[src/rtl/bcd_count_pkg.sv]
// bcd_count_pkg: shared digit width, digit type and terminal-value helper for the BCD count chain
package bcd_count_pkg;
  localparam int DIGIT_W = 4;
  typedef logic [DIGIT_W-1:0] digit_t;
  // Value a digit must hold to pass a step on: radix-1 counting up, 0 counting down.
  function automatic digit_t term_val(input logic up, input int radix);
    return up ? digit_t'(radix - 1) : '0;
  endfunction
endpackage

[src/rtl/bcd_digit.sv]
// bcd_digit: one modulo-RADIX up/down digit
//   clk, clear (sync active-high), load/load_d (preset), step (advance this cycle), up (direction)
//   q (digit value), at_term (digit sits at its terminal value for the current direction)
module bcd_digit import bcd_count_pkg::*; #(
  parameter int RADIX = 10
) (
  input  logic   clk,
  input  logic   clear,
  input  logic   load,
  input  digit_t load_d,
  input  logic   step,
  input  logic   up,
  output digit_t q,
  output logic   at_term
);
  localparam digit_t RMAX = digit_t'(RADIX - 1);
  digit_t nxt;
  always_comb nxt = up ? (q == RMAX ? '0 : digit_t'(q + 4'd1)) : (q == '0 ? RMAX : digit_t'(q - 4'd1));
  assign at_term = q == term_val(up, RADIX);
  // Out-of-range preset nibbles are forced to 0 so an illegal digit can never be held.
  always_ff @(posedge clk)
    q <= clear ? '0 : load ? (load_d > RMAX ? '0 : load_d) : step ? nxt : q;
endmodule

[src/rtl/bcd_count_chain.sv]
// bcd_count_chain: DIGITS-digit modulo-RADIX up/down counter with preset, snapshot and sticky overflow
//   clk, clear (sync active-high), en (count), up (direction), load/load_val (preset),
//   latch (snapshot to dout_hold); dout (live count), dout_hold, co (terminal carry/borrow), ovf
module bcd_count_chain import bcd_count_pkg::*; #(
  parameter int DIGITS = 4,
  parameter int RADIX  = 10
) (
  input  logic                      clk,
  input  logic                      clear,
  input  logic                      en,
  input  logic                      up,
  input  logic                      load,
  input  logic [DIGIT_W*DIGITS-1:0] load_val,
  input  logic                      latch,
  output logic [DIGIT_W*DIGITS-1:0] dout,
  output logic [DIGIT_W*DIGITS-1:0] dout_hold,
  output logic                      co,
  output logic                      ovf
);
  logic [DIGITS-1:0] step, at_term;
  genvar k;
  generate
    for (k = 0; k < DIGITS; k++) begin : g_dig
      // A digit steps only when every lower digit is at its terminal value.
      if (k == 0) begin : g_lsd
        assign step[k] = en;
      end else begin : g_upper
        assign step[k] = step[k-1] & at_term[k-1];
      end
      bcd_digit #(.RADIX(RADIX)) u_dig (
        .clk(clk),
        .clear(clear),
        .load(load),
        .load_d(load_val[k*DIGIT_W +: DIGIT_W]),
        .step(step[k]),
        .up(up),
        .q(dout[k*DIGIT_W +: DIGIT_W]),
        .at_term(at_term[k])
      );
    end
  endgenerate
  // Flat compare keeps co off the ripple step chain.
  assign co = en & (&at_term);
  // dout_hold samples the pre-edge count, so a same-cycle step or load is not captured.
  always_ff @(posedge clk)
    if (clear) begin
      dout_hold <= '0;
      ovf       <= 1'b0;
    end else begin
      if (latch) dout_hold <= dout;
      ovf <= load ? 1'b0 : (co | ovf);
    end
endmodule

[config.mk]
export PLATFORM = sky130hd
export DESIGN_NAME = bcd_count_chain
export DESIGN_NICKNAME = d
export VERILOG_FILES = /design/src/rtl/bcd_count_pkg.sv /design/src/rtl/bcd_digit.sv /design/src/rtl/bcd_count_chain.sv
export SDC_FILE = /design/constraint.sdc
export NUM_CORES = 1
export LEC_CHECK = 0
export BUFFER_PORTS_ARGS = -buffer_cell sky130_fd_sc_hd__buf_4
export CORE_MARGIN = 2
export CORE_UTILIZATION = 40
export CTS_CLUSTER_SIZE = 24
export DETAILED_ROUTE_END_ITERATION = 8
export PLACE_DENSITY_LB_ADDON = 0.12
export SLEW_MARGIN = 20
export SYNTH_ARGS = -nofsm -noshare
export SYNTH_HDL_FRONTEND = slang
export SYNTH_SLANG_ARGS = --single-unit
[constraint.sdc]
create_clock -name clk -period 3.3 [get_ports clk]
set_clock_uncertainty 0.2 [all_clocks]
set_input_delay 0.66 -clock clk [delete_from_list [all_inputs] [get_ports clk]]
set_output_delay 0.66 -clock clk [all_outputs]
set_load 0.03 [all_outputs]
* Word-level counts from Yosys, hierarchy flattened
Cells that the tools add are included.
Word-level totals: register bits 33, output and inout bits 34
Cells by class: reduce and logical (&&, ||, !) cells 10, order comparisons 4, multiplexer cells 25, eq/ne operators 8, bitwise logic cells 5, add/subtract/negate cells 8
Operators by type and width (number):
- 4-bit two-way mux | 25
- 4-bit by 1-bit adder with 4-bit output, second input constant | 4
- 4-bit equality test | 4
- 4-bit equality test, second input constant | 4
- 4-bit greater-than comparator, second input constant | 4
- 4-bit logical NOT | 4
- 4-bit by 1-bit subtractor with 4-bit output, second input constant | 4
- 2-bit nonzero test | 4
- 1-bit bitwise AND | 4
- 4-bit AND reduction | 1
- 2-bit OR reduction | 1
- 1-bit OR | 1

* Logic depth before layout (Yosys ltp)
Gate-level depths: netlist of run 1.
word-level depth 7, gate-level depth with buffers 7, gate-level depth less buffers 5

* Cells and area by module
From an unflattened synthesis of run 1, not the netlist that was laid out.
Unflattened totals: cell total of the unflattened synthesis 240, area total of the unflattened synthesis 2085.8 um^2
Modules (own cells, without submodules):
- bcd_digit | cells each 45, times used 4, area an instance 359.1 um^2, sequential area each 80.1 um^2
- bcd_count_chain | cells each 60, times used 1, area an instance 649.4 um^2, sequential area each 340.3 um^2

* Least setup slack after synthesis of run 1
Ideal clock, no wire load.
path kind input port to output port, start point in en, end point out co, path slack 0.446 ns, path buffers 1, cell stages on the path 5, data required time 2.440 ns, arrival 1.994 ns, path through buf_4 nor3b_4 nand3_2 or4_4 nor2_2
Between the ends: longest elaborated chain between the ends 1
RTL lines:
- start, declared | RTL line bcd_count_chain.sv:10 | input logic en,
- 1-bit bitwise AND | RTL line bcd_count_chain.sv:43 | assign co = en & (&at_term);
- end, declared | RTL line bcd_count_chain.sv:17 | output logic co,
Every way passes these cells.

* Final worst setup path of run 1
start point in up, end point out co
Between the ends: longest elaborated chain between the ends 4
RTL lines:
- start, declared | RTL line bcd_count_chain.sv:11 | input logic up,
- 4-bit two-way mux (*) | RTL line bcd_count_pkg.sv:7 | return up ? digit_t'(radix - 1) : '0;
- 4-bit equality test | RTL line bcd_digit.sv:19 | assign at_term = q == term_val(up, RADIX);
- 4-bit AND reduction (*) | RTL line bcd_count_chain.sv:43
- 1-bit bitwise AND (*) | RTL line bcd_count_chain.sv:43
Every way passes the cells marked *; elsewhere a longest branch is shown, timed or not.

==> results.toml, run 1 <==
[critical_path]
max_stage_delay_ps = 570
worst-path-max-fanout = 33
crit_slowest_cell = "or4_4"
path_class = "input pin to output port"
required_ps = 2440
worst_ep_arrival_time_ps = 2200
end_kind = "output port"
path_cells = "buf_4 > and3_1 > nor2_1 > or4_4 > nor2_2 > buf_4"
worst_setup_path_start_kind = "input pin"
crit_top_cell = "buf_4"
r2r_cells = 5

[layout]
antenna_cells = 0
fin_util_pct = 50.27
final_nets = 315
mostFrequentLayoutCells = "56 x buf_4, 39 x nor2_1, 33 x dfxtp_1"
final_common_cell = "buf_4"
synthToLayoutAreaGrowth_pct = 22.71
fill_cells = 522
drive_gt1_share_pct = 26.96

[global_routing]
grt_overflow = 0
grt_use_total_pct = 18.02
grt_pass1_vias = 1668
grt_max_degree = 34
antenna_found_initial = 0
grt_pass1_wl_um = 7948

[clock_network]
cts_setup_buffers = 0
root_buffer = "clkbuf_8"
ctsResizeCount = 0
hold_buffers = 0
ctsHtreeMaxLevel = 2
clk_pin_slew_ps = 70
cts.sinks = 33
clk-insertion-delay-late_ps = 280
clockBufferDepth = 2
cts_tree = "done"
cts_buffers = 5

[sta]
final-hold-violation-count = 0
fin_tns_setup_ps = 0
fmax_mhz = 326.8
period_minus_slack_ps = 3060
rsz0062_at_grt = "no"
fin_crit_sh_pct = 92.72
relSlewSlack_pct = 66.15
setup_viol = 0
worstMarginPinSlew_ps = 503.0
final_max_slew_viol_count = 0

[route]
drt_wl_total_um = 5085
wl_per_cell_um = 14.01
drtIter0Drc = 124
firstDrtPassIters = 5
via_per_inst = 5.350
num_vias = 1942
ant_nets = 0
drc = 0

[die]
rows = 26
core_area_um2 = 5042
start_util_pct = 40.97
die_area_um2 = 5756
die_w_um = 75.87
die_h_um = 75.87
ioPinCount = 56

[placement]
dpl.hpwl_um = 3425
portBuffers = 55
gp_congestion = 0.7880

[pwr]
powerDensity_nw_per_um2 = 386.8
peakVddDrop_v = 0.0002405
p_leak_nw = 1.067
power_w = 0.0009805

[synth]
ys_async_sr_fraction_pct = 0
synth-seq-area-share_pct = 31.98
ys_dominant_reg_cell = "dfxtp_1"
ys.warnings.count = 0
synth_cells = 255
yosysUniqueCellTypes = 56
ys_seq_elements = 33
syn_area_um2 = 2066
syn_area_per_cell_um2 = 8.101
synth_edf_count = 0
syn-num-nets = 277

[flow_run]
maxCapViolCount = 0

[min_path]
holdPathStages = 1
hold_path.class = "flop to flop"

[outcome]
status = "finished clean"
synthesized netlist by cell type (3+ instances only):
cell	n	area, µm²
a211oi_1	7	52.55
a21oi_1	16	80.08
a22o_1	3	26.28
a31oi_1	3	18.77
and3_1	5	31.28
buf_2	7	35.03
clkbuf_1	13	48.80
dfxtp_1	33	660.6
inv_1	6	22.52
mux2i_1	19	190.2
nand2_1	8	30.03
nand2b_1	3	18.77
nand3_1	5	25.02
nand4b_1	3	26.28
nor2_1	39	146.4
nor3_1	6	30.03
nor4_1	4	25.02
o21ai_0	17	85.08
or2_2	3	18.77
xnor2_1	6	52.55
xor2_1	3	26.28
sequential cells by signal, indices dropped and copies added (netlist names):
signal	cells
g_dig.u_dig.q	16
ovf	1
dout_hold	16
metal layers:
metal / global-route usage (%) / share of wire, %
met1: 24.28 / 49
met2: 29.12 / 46
met3: 4.365 / 4.1
met4: 4.094 / 0.65
met5: 0 / 0
power by group:
part           internal (W)  leakage [nW]  switching (W)  total (W)
logic             0.0000944         0.754       0.000123   0.000217
registers          0.000416         0.269      0.0000391   0.000455
clock network      0.000165        0.0443       0.000143   0.000308
total              0.000676          1.07       0.000305   0.000981
worst paths after layout:
check	slack [ps]	end	from
max	240	co	up
min	270	ovf	ovf
max reg2reg	1210	g_dig[3].u_dig.q[2]	g_dig[0].u_dig.q[0]
min reg2reg	270	ovf	ovf
final cells by class:
class	count	area, µm²	share of cell area (%)
flip-flops and latches	33	660.6	26.06
multi-input cells	191	1257	49.61
repair buffers	56	420.4	16.58
well taps	70	87.58	3.455
inverters	6	22.52	0.8885
clock buffers	7	86.33	3.406
critical path, delay by kind of cell:
kind                   cells  cell delay (ps)
buffers and inverters      2              460
and+or+nand+nor            4             1070
metrics by stage:
stage          area [µm²]  setup WS (ps)  hold slack (ps)  instances
3_5_place_dp         2449          249.9            264.3        356
3_3_place_gp         2449          289.4            256.4        356
4_1_cts              2535          244.6            281.0        363
5_1_grt              2535          141.9            312.3        363
6_report             2535          240.1            274.6        363
2_1_floorplan        2066          446.1            434.4        255
kinds of logic after synthesis:
group / Yosys count / synth area share [%]
AOI/OAI and AO/OA: 66 / 21.14
muxes: 19 / 9.206
DFF: 33 / 31.98
xor gates and xnor gates: 9 / 3.816
and+or+nand+nor: 97 / 26.71
buffers and inverters: 31 / 7.147
(Power assumes the default switching activity.)
==> inputs of run 2 (changes only) <==
- CORE_UTILIZATION: 40 -> 56
==> results.toml, run 2 (synthesized netlist as in run 1, its figures left out) <==
[critical_path]
r2r_start = "g_dig[0].u_dig.q[0]"
required_ps = 2440
end_kind = "output port"
worst_setup_path_start_kind = "input pin"
r2r_slack_ps = 1230
worst_ep_arrival_time_ps = 2140
r2r-end = "g_dig[3].u_dig.q[3]"
r2r_cells = 5
path_class = "input pin to output port"
worst-path-max-fanout = 17

[die]
core_area_um2 = 3606
die_w_um = 64.74
start_util_pct = 57.29
ioPinCount = 56
die_area_um2 = 4191
rows = 22
die_h_um = 64.74

[sta]
fmax_mhz = 332.9
period_minus_slack_ps = 3004
relSlewSlack_pct = 65.28
holdWs_ps = 279.1
worstMarginPinSlew_ps = 520.3
fin_tns_setup_ps = 0
rsz0062_at_grt = "no"
fin_crit_sh_pct = 91.02
final-hold-violation-count = 0
setup_viol = 0
final_max_slew_viol_count = 0

[clock_network]
clk_pin_slew_ps = 60
cts_buffers = 5
ctsHtreeMaxLevel = 2
hold_buffers = 0
ctsResizeCount = 0
clockBufferDepth = 2
clk-insertion-delay-late_ps = 300
root_buffer = "clkbuf_8"
cts_tree = "done"
cts.sinks = 33
cts_setup_buffers = 0

[layout]
drive_gt1_share_pct = 27.80
synthToLayoutAreaGrowth_pct = 22.96
antenna_cells = 0
instances_no_fill = 343
fill_cells = 305
mostFrequentLayoutCells = "58 x buf_4, 39 x nor2_1, 33 x dfxtp_1"
final_common_cell = "buf_4"
final_nets = 317
largestRegisters = "dout_hold (16), g_dig.u_dig.q (16), ovf (1)"

[outcome]
status = "finished clean"

[route]
via_per_inst = 5.720
num_vias = 1962
wl_per_cell_um = 13.96
drtIter0Drc = 165
drc = 0
ant_nets = 0
firstDrtPassIters = 5
drt_wl_total_um = 4789

[pwr]
clkPwrFrac_pct = 35.4
p_int_w = 0.0007319
netSwitchingPower_w = 0.0003116
p_leak_nw = 1.087
peakVddDrop_v = 0.0002876
p_comb_share_pct = 21.6
p_sw_share_pct = 29.86
powerDensity_nw_per_um2 = 410.8
p_seq_share_pct = 43.0

[global_routing]
grt_overflow = 0
antenna_found_initial = 0
grt_pass1_vias = 1679
grt_max_degree = 33
grt_pass1_wl_um = 7935
grt_use_total_pct = 24.17

[placement]
place_inst = 336
dpl.hpwl_um = 3259
gp_congestion = 0.8305
portBuffers = 55

[min_path]
hp-start = "ovf"
hold_path_end = "ovf"
hold_path.class = "flop to flop"
holdPathStages = 1

[flow_run]
maxCapViolCount = 0
==> run 2: changes by cell type in the layout (fill, tap and decap cells not counted) <==
cell / delta
buf_4: +2
clkinv_2: +1
bufinv_16: +1
clkbuf_1: -1
clkbuf_8: -1
==> run 2: worst max path at each step <==
stage	cells past startpoint	endpoint	slack (ps)	from
after floorplan	5	co	450	en
after global placement	7	co	350	up
after detailed placement	7	co	320	up
after CTS	7	co	310	up
after global routing	5	co	210	g_dig[0].u_dig.q[0]
final	7	co	300	up
==> run 2: through the flow <==
step           cell area, µm²  util [%]  setup WS [ps]   power, W
2_1_floorplan            2066         -          446.1  0.0006131
5_1_grt                  2540     70.44          213.4   0.001091
6_report                 2540     70.44          296.2   0.001043
3_3_place_gp             2436     67.56          346.3  0.0006791
3_5_place_dp             2436     67.56          322.5  0.0006820
4_1_cts                  2540     70.44          307.4   0.001047
==> run 2: power groups by stage <==
| stage | Sequential (W) | Clock [W] | Combinational, W |
|---|---|---|---|
| finish | 0.000449 | 0.000369 | 0.000225 |
| global route | 0.000453 | 0.000392 | 0.000246 |
| CTS | 0.000449 | 0.000373 | 0.000226 |
| detailed placement | 0.000458 | 0 | 0.000224 |
| global placement | 0.000457 | 0 | 0.000222 |
| floorplan | 0.000470 | 0 | 0.000143 |
==> run 2: metal layers <==
metal	vias to the layer above	wire, µm	global-route usage (%)
li1	996	-	-
met1	893	2302	33.48
met2	66	2122	36.86
met3	7	298	5.208
met4	0	65	8.777
met5	-	0	0
==> run 2: cell type report <==
class / count / area [µm²] / share of cell area, %
Timing Repair Buffer: 58 / 435.4 / 17.14
Clock inverter: 2 / 35.03 / 1.379
Tap cell: 48 / 60.06 / 2.365
Inverter: 6 / 22.52 / 0.8867
Multi-Input combinational cell: 191 / 1257 / 49.51
Clock buffer: 5 / 68.82 / 2.709
Sequential cell: 33 / 660.6 / 26.01
==> run 2: critical path, stage by stage <==
cell,delay [ps]
buf_4,170
buf_4,200
nor3_1,140
nor2_1,110
or4_4,520
nor2_2,160
buf_4,180
==> inputs of run 3 (changes only) <==
- CORE_UTILIZATION: 56 -> 33
==> results.toml, run 3 (synthesized netlist as in run 1, its figures left out) <==
[critical_path]
worst_ep_arrival_time_ps = 2130
path_class = "flop to output port"
critPathCapture = "co"
crit_path_start = "g_dig[0].u_dig.q[0]"
worst_setup_path_start_kind = "flop"
end_kind = "output port"
r2r_start = "g_dig[0].u_dig.q[0]"
r2r_slack_ps = 1160
r2r_cells = 5
r2r-end = "g_dig[2].u_dig.q[1]"
worst-path-max-fanout = 12
required_ps = 2440

[layout]
instances_no_fill = 375
mostFrequentLayoutCells = "62 x buf_4, 39 x nor2_1, 33 x dfxtp_1"
multi_input_area_um2 = 1257
synthToLayoutAreaGrowth_pct = 26.83
largestRegisters = "dout_hold (16), g_dig.u_dig.q (16), ovf (1)"
fill_cells = 640
regArea_um2 = 660.6
final_common_cell = "buf_4"
antenna_cells = 0
drive_gt1_share_pct = 29.00
final_nets = 321

[sta]
fin_tns_setup_ps = 0
setup_viol = 0
final_max_slew_viol_count = 0
relSlewSlack_pct = 65.13
period_minus_slack_ps = 2990
rsz0062_at_grt = "no"
fin_crit_sh_pct = 90.60
final-hold-violation-count = 0
holdWs_ps = 276.2
fmax_mhz = 334.5
fin_ws_ps = 310.1
worstMarginPinSlew_ps = 515.8

[clock_network]
cts_setup_buffers = 0
ctsResizeCount = 0
clk_pin_slew_ps = 70
cts_tree = "done"
cts_buffers = 5
clockBufferDepth = 2
clk-insertion-delay-late_ps = 280
ctsHtreeMaxLevel = 2
root_buffer = "clkbuf_8"
cts.sinks = 33
hold_buffers = 0

[die]
die_area_um2 = 6909
die_h_um = 83.12
rows = 28
die_w_um = 83.12
core_area_um2 = 5991
ioPinCount = 56
start_util_pct = 34.48

[global_routing]
grt_pass1_vias = 1775
grt_pass1_wl_um = 8963
antenna_found_initial = 0
grt_max_degree = 33
grt_use_total_pct = 15.58
grt_overflow = 0

[route]
drt_wl_total_um = 5418
drtIter0Drc = 141
firstDrtPassIters = 5
wl_per_cell_um = 14.45
ant_nets = 0
via_per_inst = 5.315
drc = 0
num_vias = 1993

[placement]
pre_cts_ws_ps = 351.8
place_inst = 367
portBuffers = 55
dpl.hpwl_um = 3834
gp_congestion = 0.7570

[outcome]
status = "finished clean"

[pwr]
p_leak_nw = 1.112
powerDensity_nw_per_um2 = 412.6
peakVddDrop_v = 0.0001806

[flow_run]
maxCapViolCount = 0

[min_path]
hold_path.class = "flop to flop"
hp-start = "ovf"
-- run 3: metrics by stage --
stage	util, %	cell area, µm²	power [W]
3_3_place_gp	41.73	2500	0.0006898
5_1_grt	43.73	2620	0.001135
2_1_floorplan	-	2066	0.0006131
6_report	43.73	2620	0.001081
4_1_cts	43.73	2620	0.001098
3_5_place_dp	41.73	2500	0.0006910
-- run 3: worst min-delay path by stage --
| stage | slack (ps) | depth (start not counted) | to |
|---|---|---|---|
| floorplan | 430 | 2 | dout_hold[0] |
| global placement | 270 | 1 | ovf |
| detailed placement | 270 | 1 | ovf |
| CTS | 280 | 1 | ovf |
| global route | 320 | 1 | ovf |
| finish | 280 | 1 | ovf |
-- run 3: routing by layer --
metal  vias up  share of wire [%]  track usage, %
li1       1008                  -               -
met4         0               0.94           4.024
met2        66                 42           23.02
met3         4                6.9           3.479
met5         -                  0               0
met1       915                 50           22.78
-- run 3: worst max-delay path: stages (launching register included) --
cell	delay, ps
dfxtp_1	560
and3_1	260
nor2_1	100
or4_4	580
nor2_2	170
buf_4	180
-- run 3: cell type report --
type,count,area share (%)
timing repair buffer,62,17.77
inverter,6,0.8596
clock inverter,2,1.433
tap,75,3.582
sequential,33,25.21
clock buffer,6,3.152
multi-input combinational,191,47.99
-- run 3: power breakdown --
group	internal, W	leakage, nW	switching, W
sequential	0.000416	0.269	0.0000288
combinational	0.000100	0.785	0.000137
clock	0.000245	0.0574	0.000154
